`config.mk`:
```
export PLATFORM = sky130hd
export DESIGN_NAME = multdiv_sequencer
export DESIGN_NICKNAME = d
export VERILOG_FILES = /design/src/rtl/multdiv_seq_pkg.sv /design/src/rtl/multdiv_watchdog.sv /design/src/rtl/multdiv_sequencer.sv
export SDC_FILE = /design/constraint.sdc
export NUM_CORES = 1
export LEC_CHECK = 0
export CAP_MARGIN = 40
export CORE_MARGIN = 1
export CORE_UTILIZATION = 43
export CTS_CLUSTER_SIZE = 28
export DETAILED_ROUTE_END_ITERATION = 8
export PLACE_DENSITY_LB_ADDON = 0.12
export SKIP_LAST_GASP = 1
export SYNTH_ARGS = -nofsm -noshare
export SYNTH_HDL_FRONTEND = slang
export SYNTH_HIERARCHICAL = 1
export SYNTH_SLANG_ARGS = --single-unit
```
`constraint.sdc`:
```
create_clock -name clock -period 3.94 [get_ports clock]
set_clock_uncertainty 0.05 [all_clocks]
set_input_delay 0.788 -clock clock [delete_from_list [all_inputs] [get_ports clock]]
set_output_delay 0.788 -clock clock [all_outputs]
set_load 0.01 [all_outputs]
```
`src/rtl/multdiv_seq_pkg.sv`:
```
// Shared types and constants for the multiply/divide sequencer.
package multdiv_seq_pkg;

    typedef enum logic [1:0] {
        ST_IDLE  = 2'd0,
        ST_START = 2'd1,
        ST_BUSY  = 2'd2,
        ST_DONE  = 2'd3
    } state_t;

    // X-stage decode values that the pipeline compares against to form is_mult/is_div
    localparam logic [4:0] OPCODE_RTYPE = 5'b00000;
    localparam logic [4:0] ALUOP_MUL    = 5'b00110;
    localparam logic [4:0] ALUOP_DIV    = 5'b00111;

    localparam int DEFAULT_TIMEOUT = 64;

endpackage

```
`src/rtl/multdiv_watchdog.sv`:
```
// Saturating busy-cycle counter with clear, enable and terminal-count compare.
// Latency: expired is combinational from the count; count updates on the next edge.
// Backpressure: none; clr has priority over en.
module multdiv_watchdog #(
    parameter int CNT_W   = 7,
    parameter int TIMEOUT = 64
) (
    input  logic clock,
    input  logic reset,
    input  logic clr,
    input  logic en,
    output logic expired
);

    localparam logic [CNT_W-1:0] TERM_CNT = CNT_W'(TIMEOUT - 1);
    localparam logic [CNT_W-1:0] CNT_MAX  = '1;

    logic [CNT_W-1:0] count;

    always_ff @(posedge clock or negedge reset) begin
        if (!reset) begin
            count <= '0;
        end else if (clr) begin
            count <= '0;
        end else if (en && (count != CNT_MAX)) begin
            count <= count + 1'b1;
        end
    end

    // Fires during the TIMEOUT-th enabled cycle so DONE follows exactly TIMEOUT busy cycles
    assign expired = en && (count == TERM_CNT);

endmodule

```
`src/rtl/multdiv_sequencer.sv`:
```
// Sequences the iterative mul/div unit for X: latch operands, one start pulse, stall, one-cycle result strobe.
// Latency: stall for L+2 cycles (L = unit latency), result_valid in cycle L+2 after detect.
// Backpressure: stall freezes the pipeline; flush cancels. Watchdog built only with MULTDIV_TIMEOUT_EN.
module multdiv_sequencer
    import multdiv_seq_pkg::*;
#(
    parameter int TIMEOUT = DEFAULT_TIMEOUT,
    parameter int CNT_W   = 7
) (
    input  logic        clock,
    input  logic        reset,
    input  logic        is_mult,
    input  logic        is_div,
    input  logic        flush,
    input  logic [31:0] operand_a,
    input  logic [31:0] operand_b,
    input  logic [31:0] unit_result,
    input  logic        unit_exception,
    input  logic        unit_rdy,
    output logic        ctrl_MULT,
    output logic        ctrl_DIV,
    output logic [31:0] unit_operand_a,
    output logic [31:0] unit_operand_b,
    output logic        stall,
    output logic [31:0] result,
    output logic        exception,
    output logic        result_valid,
    output logic        timeout
);

    if ((64'd1 << CNT_W) <= 64'(TIMEOUT)) begin : g_cfg_check
        $error("multdiv_sequencer: CNT_W too narrow for TIMEOUT");
    end

    state_t state, state_nxt;
    logic   op_is_mult;
    logic   timed_out;
    logic   detect;
    logic   wd_expired;

    assign detect = (is_mult | is_div) & ~flush;

`ifdef MULTDIV_TIMEOUT_EN
    multdiv_watchdog #(
        .CNT_W   (CNT_W),
        .TIMEOUT (TIMEOUT)
    ) u_watchdog (
        .clock   (clock),
        .reset   (reset),
        .clr     ((state == ST_IDLE) && detect),
        .en      (state == ST_BUSY),
        .expired (wd_expired)
    );
`else
    assign wd_expired = 1'b0;
`endif

    always_ff @(posedge clock or negedge reset) begin
        if (!reset) begin
            state <= ST_IDLE;
        end else begin
            state <= state_nxt;
        end
    end

    always_comb begin
        state_nxt = state;
        case (state)
            ST_IDLE:  if (detect) state_nxt = ST_START;
            ST_START: state_nxt = flush ? ST_IDLE : ST_BUSY;
            ST_BUSY: begin
                // flush beats a coincident unit_rdy
                if (flush)                        state_nxt = ST_IDLE;
                else if (unit_rdy || wd_expired)  state_nxt = ST_DONE;
            end
            ST_DONE:  state_nxt = ST_IDLE;
            default:  state_nxt = ST_IDLE;
        endcase
    end

    always_ff @(posedge clock or negedge reset) begin
        if (!reset) begin
            unit_operand_a <= '0;
            unit_operand_b <= '0;
            op_is_mult     <= 1'b0;
            result         <= '0;
            exception      <= 1'b0;
            timed_out      <= 1'b0;
        end else begin
            if ((state == ST_IDLE) && detect) begin
                unit_operand_a <= operand_a;
                unit_operand_b <= operand_b;
                op_is_mult     <= is_mult;
            end
            if ((state == ST_BUSY) && !flush) begin
                if (unit_rdy) begin
                    result    <= unit_result;
                    exception <= unit_exception;
                    timed_out <= 1'b0;
                end else if (wd_expired) begin
                    result    <= '0;
                    exception <= 1'b1;
                    timed_out <= 1'b1;
                end
            end
        end
    end

    always_comb begin
        stall        = 1'b0;
        ctrl_MULT    = 1'b0;
        ctrl_DIV     = 1'b0;
        result_valid = 1'b0;
        timeout      = 1'b0;
        case (state)
            // Gated by reset so every output reads 0 while reset is held
            ST_IDLE:  stall = detect & reset;
            ST_START: begin
                stall     = 1'b1;
                ctrl_MULT = op_is_mult;
                ctrl_DIV  = ~op_is_mult;
            end
            ST_BUSY:  stall = 1'b1;
            ST_DONE: begin
                result_valid = ~flush;
`ifdef MULTDIV_TIMEOUT_EN
                timeout      = timed_out & ~flush;
`else
                timeout      = 1'b0;
`endif
            end
            default: ;
        endcase
    end

endmodule

```
==> flow_summary.ini <==
[outcome]
status = complete, no violations

[die]
rows = 35
io_pins = 205
die_x_um = 100
start_util = 0.446
die_h_um = 100
fp.coreArea_sq_um = 9280
die-area_sq_um = 10000

[clock_network]
clock-root-buffer = clkbuf_8
post_cts.repair.setup_buffers = 0
htreeDepth = 3
cts_resized = 0
clkLatencyLatePin_ps = 350
cts_sinks = 100
path_clk_slew_ps = 90
holdBufCountCts = 0
cts_buffer_depth = 2
cts_tree = done
cts_buffers = 9

[routing]
viasPerCell = 4.69
drt_pass1_iterations = 4
drt_iter0_drc = 30
wl_met3_um = 845
wire_per_inst_um = 16.4
via_count = 2689
top_layer = met4
final_antenna_net_count = 0
wl_met2_um = 4600
post-route-drc-count = 0
routed_wirelength_um = 9390
route.layer.met1.wl_um = 3860

[pwr]
internal-power_uw = 3560
power_density_nw_per_um2 = 768
ir_worst_vdd_mv = 0.373
p_clk_frac = 0.154
comb_power_share = 0.484
swShare = 0.284
seqPwrFrac = 0.361
p_switching_uw = 1420
p_leak_uw = 0.00291

[setup_path]
worst-endpoint-required_ps = 3100
crit_arrival_ps = 2300
worstSetupStartpointType = input port
endpoint_kind = output pin
path_class = input port to output pin
cp_max_fo = 5

[global_route]
grt_pass1_wl_um = 14900
overflow = 0
grt_pass1_vias = 2856
antenna_found_initial = 0
grt.total_usage = 0.195
grt_start_max_net_pins = 59

[timing]
layout_setup_ws_ps = 806
max_freq_mhz = 319
max_slew_margin = 0.486
period_share = 0.795
rsz0062_at_grt = false
tns_ps = 0
worst_pin_slew_ps = 769
finalMaxSlewViolations = 0
fin_crit_ps = 3130
finalHoldViolations = 0
setup_viol = 0

[synth]
avgSynthCellArea_sq_um = 17.7
ys_seq_area_frac = 0.605
synth-async-reset-ratio = 1.00
synth_seq_cells = 100
synth_edf_count = 0
synth_nets = 342
syn_area_sq_um = 4140
ys_types = 23
synthCells = 234
yosys_warnings = 6
synth_ff_type = dfrtp_1

[final_layout]
nNetsFinal = 548
fin_area_sq_um = 6480
drive_gt1_frac = 0.270
final_cell_count_no_fill = 573
area_delta_synth_final_pct = 56.7
diodes = 0
final.fill_count = 708

[placement]
dp_slack_ps = 822
place_inst = 558
hpwl_um = 6840
gp_congestion = 0.732
port_buffers = 203
post_dp_cell_area_sq_um = 6240

[run]
drv_cap = 0

[min_path]
hold_class = input port to asynchronous set/reset pin
## cells in the mapped netlist, types with 2 or more instances
cell type | instances | area share
buf_12 | 5 | 0.024
nand2_2 | 2 | 0.0030
nor2_1 | 2 | 0.0018
and2b_1 | 2 | 0.0036
mux2_4 | 50 | 0.18
ha_1 | 5 | 0.015
inv_1 | 3 | 0.0027
dfrtp_1 | 100 | 0.60
buf_4 | 4 | 0.0073
mux2_2 | 48 | 0.13
## metrics by stage
step           power (uW)  utilization  hold slack (ps)
3_5_place_dp         4250        0.672              442
3_3_place_gp         4190        0.669              437
4_1_cts              5050        0.698              262
2_1_floorplan        2980            -              442
6_report             4980        0.698              269
5_1_grt              5270        0.698              270
## cells by family after synthesis
family / count (synthesis) / synth area share
AO/OA/AOI/OAI: 6 / 0.0139
adder cells (fa/ha/maj): 5 / 0.0151
buffers and inverters: 14 / 0.0381
flip-flops: 100 / 0.605
multiplexers: 99 / 0.315
other: 1 / 0.000907
AND/OR/NAND/NOR: 9 / 0.0124
## cell usage in the layout (no fill, tap or decap), types with 2 or more instances in the layout
master           instances
clkdlybuf4s50_1        202
and2b_1                  2
mux2_2                  48
bufinv_16                3
dfrtp_1                100
buf_4                    2
inv_1                    3
nor2_1                   2
clkbuf_8                10
ha_1                     5
mux2_4                  50
## final timing paths
check                                from                 end  slack, ps  depth (start not counted)
worst min register to register  result[6]           result[6]        460                          1
worst min-delay path                reset  unit_operand_b[18]        270                          1
max in group asynchronous           reset          result[20]       2620                          3
worst max register to register   state[0]           result[8]       1760                          5
min in group clock              result[6]           result[6]        460                          1
worst max-delay path                flush               stall        810                          5
## critical path, cell delays in order
cell and delay, ps:
clkdlybuf4s50_1 470, o21ba_4 280, a31oi_1 80, nor2_1 120, clkdlybuf4s50_1 550
## routing by layer
layer / up-vias / track usage
met5: - / 0
li1: 1227 / -
met4: 0 / 0.0491
met3: 8 / 0.0843
met2: 114 / 0.323
met1: 1340 / 0.235
## state kept, by name, indices dropped and copies added (netlist names)
name and cells:
exception 1, op_is_mult 1, result 32, state 2
unit_operand_a 32, unit_operand_b 32
## power groups by stage
stage | Clock (uW) | Sequential [uW] | Combinational [uW]
2_1_floorplan | 0 | 2040 | 938
3_3_place_gp | 0 | 1790 | 2410
3_5_place_dp | 0 | 1820 | 2430
4_1_cts | 807 | 1800 | 2450
5_1_grt | 841 | 1870 | 2560
6_report | 769 | 1800 | 2410
## final cells by class
| class | count | area, sq um | area share |
|---|---|---|---|
| tap | 129 | 161 | 0.0249 |
| clock buffer | 11 | 141 | 0.0218 |
| sequential | 100 | 2500 | 0.386 |
| timing repair buffer | 206 | 2080 | 0.322 |
| multi-input combinational | 120 | 1480 | 0.229 |
| clock inverter | 4 | 97.6 | 0.0151 |
| inverter | 3 | 11.3 | 0.00174 |
Power figures use the tool's default switching activity.
